--- src/rtl/sobol_rng_multi.sv ---
// rtl/sobol_rng_multi.sv - multi-dimensional Sobol low-discrepancy sequence generator
//
// One shared index counter and least-significant-zero detector drive NUM_DIM
// XOR accumulators (Gray-code ordered Sobol construction). Direction vectors
// are elaboration constants built from fixed primitive-polynomial recurrences.
//
// Parameters:
//   WIDTH    bits per sample and index counter width (2..16)
//   NUM_DIM  number of dimensions (1..3)
//
// Ports:
//   clk         clock, rising edge
//   rst         synchronous active-high reset (priority over restart/enable)
//   enable      advance the sequence one step
//   restart     synchronous return to index 0
//   sobol_seq   samples, dimension d at [d*WIDTH +: WIDTH]
//   idx         index of the sample currently on sobol_seq
//   period_end  one-cycle pulse after the step that wrapped the period
//
// Optional feature, macro SOBOL_SCRAMBLE_EN: adds shift_load/shift_val and a
// digital-shift register XORed onto sobol_seq.

module sobol_rng_multi #(
    parameter int WIDTH   = 8,
    parameter int NUM_DIM = 2
) (
    input  logic                       clk,
    input  logic                       rst,
    input  logic                       enable,
    input  logic                       restart,
`ifdef SOBOL_SCRAMBLE_EN
    input  logic                       shift_load,
    input  logic [NUM_DIM*WIDTH-1:0]   shift_val,
`endif
    output logic [NUM_DIM*WIDTH-1:0]   sobol_seq,
    output logic [WIDTH-1:0]           idx,
    output logic                       period_end
);

    localparam int PW = (WIDTH > 1) ? $clog2(WIDTH) : 1;

    if (NUM_DIM < 1 || NUM_DIM > 3) begin : g_bad_num_dim
        $error("sobol_rng_multi: NUM_DIM must be 1..3");
    end
    if (WIDTH < 2 || WIDTH > 16) begin : g_bad_width
        $error("sobol_rng_multi: WIDTH must be 2..16");
    end

    // Direction vector v_k for one dimension; only shifts right and XORs of
    // in-range values, so everything stays within WIDTH bits.
    function automatic logic [WIDTH-1:0] dir_vec(input int dim, input int k);
        logic [WIDTH-1:0] top;
        logic [WIDTH-1:0] vm1;
        logic [WIDTH-1:0] vm2;
        logic [WIDTH-1:0] v;
        top = {1'b1, {(WIDTH-1){1'b0}}};
        vm2 = '0;
        vm1 = top;
        v   = top;
        for (int j = 2; j <= k; j++) begin
            case (dim)
                0:       v = vm1 >> 1;
                1:       v = vm1 ^ (vm1 >> 1);
                default: v = (j == 2) ? (top | (top >> 1)) : (vm1 ^ vm2 ^ (vm2 >> 2));
            endcase
            vm2 = vm1;
            vm1 = v;
        end
        return v;
    endfunction

    logic [WIDTH-1:0] dir_tab [NUM_DIM][WIDTH];

    for (genvar gd = 0; gd < NUM_DIM; gd++) begin : g_dim
        for (genvar gk = 0; gk < WIDTH; gk++) begin : g_k
            localparam logic [WIDTH-1:0] V = dir_vec(gd, gk + 1);
            assign dir_tab[gd][gk] = V;
        end
    end

    logic [WIDTH-1:0]         idx_q, idx_d;
    logic [NUM_DIM*WIDTH-1:0] acc_q, acc_d;
    logic                     pe_q, pe_d;
    logic [PW-1:0]            lsz;

    // Priority encoder for the lowest zero bit of idx; scanning downward lets
    // the lowest match win. All-ones is handled by the wrap path instead.
    always_comb begin
        lsz = '0;
        for (int i = WIDTH - 1; i >= 0; i--) begin
            if (!idx_q[i]) lsz = PW'(i);
        end
    end

    always_comb begin
        idx_d = idx_q;
        acc_d = acc_q;
        pe_d  = 1'b0;
        if (restart) begin
            idx_d = '0;
            acc_d = '0;
        end else if (enable) begin
            if (&idx_q) begin
                // Wrap to index 0 rather than taking a step: keeps the period
                // exactly 2^WIDTH enables and realigns every dimension at zero.
                idx_d = '0;
                acc_d = '0;
                pe_d  = 1'b1;
            end else begin
                idx_d = idx_q + WIDTH'(1);
                for (int d = 0; d < NUM_DIM; d++) begin
                    acc_d[d*WIDTH +: WIDTH] = acc_q[d*WIDTH +: WIDTH] ^ dir_tab[d][lsz];
                end
            end
        end
    end

    always_ff @(posedge clk) begin
        if (rst) begin
            idx_q <= '0;
            acc_q <= '0;
            pe_q  <= 1'b0;
        end else begin
            idx_q <= idx_d;
            acc_q <= acc_d;
            pe_q  <= pe_d;
        end
    end

`ifdef SOBOL_SCRAMBLE_EN
    logic [NUM_DIM*WIDTH-1:0] shift_q, shift_d;

    always_comb begin
        shift_d = shift_q;
        if (shift_load) shift_d = shift_val;
    end

    always_ff @(posedge clk) begin
        if (rst) shift_q <= '0;
        else     shift_q <= shift_d;
    end

    assign sobol_seq = acc_q ^ shift_q;
`else
    assign sobol_seq = acc_q;
`endif

    assign idx        = idx_q;
    assign period_end = pe_q;

endmodule

--- config.mk ---
export PLATFORM = sky130hd
export DESIGN_NAME = sobol_rng_multi
export DESIGN_NICKNAME = d
export VERILOG_FILES = /design/src/rtl/sobol_rng_multi.sv
export SDC_FILE = /design/constraint.sdc
export NUM_CORES = 1
export LEC_CHECK = 0
export ABC_AREA = 0
export BUFFER_PORTS_ARGS = -buffer_cell sky130_fd_sc_hd__buf_2
export CAP_MARGIN = 20
export CORE_UTILIZATION = 47
export DETAILED_ROUTE_END_ITERATION = 16
export PLACE_DENSITY_LB_ADDON = 0.1
export SKIP_CTS_REPAIR_TIMING = 1
export SYNTH_ARGS = -nofsm -noshare
export SYNTH_HDL_FRONTEND = slang
export SYNTH_SLANG_ARGS = --single-unit
--- constraint.sdc ---
create_clock -name clk -period 3.2 [get_ports clk]
set_clock_uncertainty 0.15 [all_clocks]
set_input_delay 0.96 -clock clk [delete_from_list [all_inputs] [get_ports clk]]
set_output_delay 0.96 -clock clk [all_outputs]
set_load 0.01 [all_outputs]
==> out/metrics.cfg <==
[final_layout]
n_fill_cell=257
syn_to_final_growth_pct=11.44
final_common_cell=buf_2
post_route_cells_drive_above_1_share_pct=25.62
register_area_um2=500.5
final_cell_mix=28 x buf_2, 25 x dfxtp_1, 16 x nand2_1, 14 x nor2_1, 9 x mux2i_1
multi_input_area_um2=698.2
antenna_cells=0
fin_area_um2=1414
utilization_pct=56.05
fin_nets=166

[global_routing]
grt-ovfl-total=0
grt_pass1_vias=849
grt_max_degree=19
grt_pass1_wl_mm=3.760
antenna_found_initial=0
grt_usage_pct=17.88

[route]
ant_nets=0
highest_layer=met4
num_vias=980
drtIter0Drc=15
vias_per_cell=5.158
routedWlPerCell_um=11.98
wl_mm=2.277
drt-met1-wl_mm=1.167
drcViolationCount=0
drt_pre_antenna_iters=4
routed-wl-met2_mm=1.007
wl_met3_um=86

[power_and_ir_drop]
seq_power_share_pct=65.7
power_switching_uw=108.5
ir_drop_mv=0.2566
power_frac_clock_pct=28.2
power_frac_comb_pct=6.0
switching_share_pct=22.47
p_int_uw=374.2
cellPowerDensity_nw_per_um2=341.4
cellLeakagePower_uw=0.0005852

[flow_run]
maxCapViolCount=0

[synthesis]
synth-compound-area-share_pct=14.00
async_reset_ff_share_pct=0
yosys_register_bits=25
synth_cells=136
synth_area_um2=1269
synth_edf_count=0
synth-xor-area-share_pct=7.594
avgSynthCellArea_um2=9.329
synth.area.mux_share_pct=7.101
synth.area.top_cells=dfxtp_1 39%, mux2i_1 7.1%, xnor2_1 5.5%
synthAdderAreaFrac_pct=0.9862
yosysSeqAreaShare_pct=39.45
synth-simple-area-share_pct=25.35
yosysTopAreaCell=dfxtp_1
ys_warn_count=0
yosysUniqueCellTypes=41
synth_top_area_share_pct=39.45
synth_top_family_by_area=simple AND/OR/NAND/NOR gates
synth_top_flop_cell=dfxtp_1
synth_nets=141

[setup_path]
path_cells=buf_2
cp.arrival_ns=1.09
crit_buf_inv=1
crit_family=flip-flops
startpoint_type=flip-flop
crit_type=reg2out
crit_fanout=10
cp_slowest_cell=dfxtp_1
cp.required_ns=2.09
cpPeakStageDelay_ns=0.58
end_kind=output port

[clock_tree]
cts.clk_slew.worst_paths_ns=0.13
cts_root_buf=clkbuf_4
cts_tree=done
cts.path.max_buffers=2
clock_latency_ns=0.31
htree_levels=1
cts_buffers=3
clock_sinks=25

[floorplan]
core_um2=2522
placementRows=18
die_y_um=53.96
ioPinCount=29
start_util_pct=50.30
floorplan.die_area_um2=2911
die_x_um=53.96

[timing]
setup_violations=0
worst_slack_ns=0.9970
final.setup.tns_ns=0
hold_viol=0
tightest_slew_ns=0.4382
slew_headroom_pct=70.72
fmax_ghz=0.4539
fin_crit_sh_pct=68.84
rsz0062_at_grt=no
min_period_ns=2.203
finalMaxSlewViolations=0

[placed_design]
preCtsSetupSlack_ns=0.7623
placed_cell_area_um2=1388
port_buffers=28
dpl.hpwl_mm=1.674
gp_congestion=0.7679

[worst_hold_path]
hp-class=reg2reg

[outcome]
outcome=finished, final reports clean

## area by class of cell
cell class                      count  share of cell area, %
Clock buffer                        4                  1.858
Multi-Input combinational cell    100                  49.38
Inverter                            3                 0.7965
Timing Repair Buffer               28                  9.911
Tap cell                           30                  2.655
Sequential cell                    25                  35.40
## registers in the layout, indices dropped and copies added, names as in the netlist
register	flops
idx	8
period_end	1
sobol_seq	16
## layer usage
layer | vias to the layer above | GRT usage (%)
li1 | 515 | -
met1 | 446 | 25.51
met2 | 17 | 27.57
met3 | 2 | 2.542
met4 | 0 | 5.263
met5 | - | 0
## Yosys cell counts, types with 2 or more instances
library cell   n
mux2i_1        9
inv_1          3
nor2_1        14
and4_4         2
nand2_1       16
a2111o_1       2
a21oi_1        4
a21o_1         2
o21ai_1        2
buf_4          3
xor2_1         3
nand3_1        3
dfxtp_1       25
a21boi_0       2
buf_2          2
a211o_1        2
o21ai_0        2
nor3_1         2
nand2b_1       8
xnor2_1        8
buf_6          2
## path summary, 6_finish.rpt
path / startpoint / end / slack [ns] / cells past startpoint
worst max-delay path: idx[2] / idx[2] / 1.0 / 1
worst max register to register: idx[0] / sobol_seq[2] / 1.31 / 5
worst min-delay path: sobol_seq[6] / sobol_seq[6] / 0.32 / 2
worst min register to register: sobol_seq[6] / sobol_seq[6] / 0.32 / 2
## logic make-up (layout without fill, tap and decap cells)
| logic type | Yosys count | in the layout |
|---|---|---|
| mux | 9 | 9 |
| flops | 25 | 25 |
| simple gates | 56 | 56 |
| fa+ha+maj | 1 | 1 |
| buf+inv | 11 | 35 |
| xor+xnor | 11 | 11 |
| compound gates | 23 | 23 |
## per-stage QoR
step                      std cells  hold slack [ns]  power (uW)
final                           190           0.3246       482.7
after floorplan                 136           0.3341       348.0
after global placement          186           0.2998       352.9
after CTS                       190           0.3292       488.2
after detailed placement        186           0.3067       353.8
after global routing            190           0.3600       506.4
## power groups by stage
stage / sequential (uW) / combinational [uW] / clock, uW
after floorplan: 325 / 22.9 / 0
after global placement: 324 / 28.8 / 0
after detailed placement: 324 / 29.6 / 0
after CTS: 317 / 29.7 / 141
after global routing: 318 / 32.7 / 156
final: 317 / 29.2 / 136
Power figures use the tool's default switching activity.
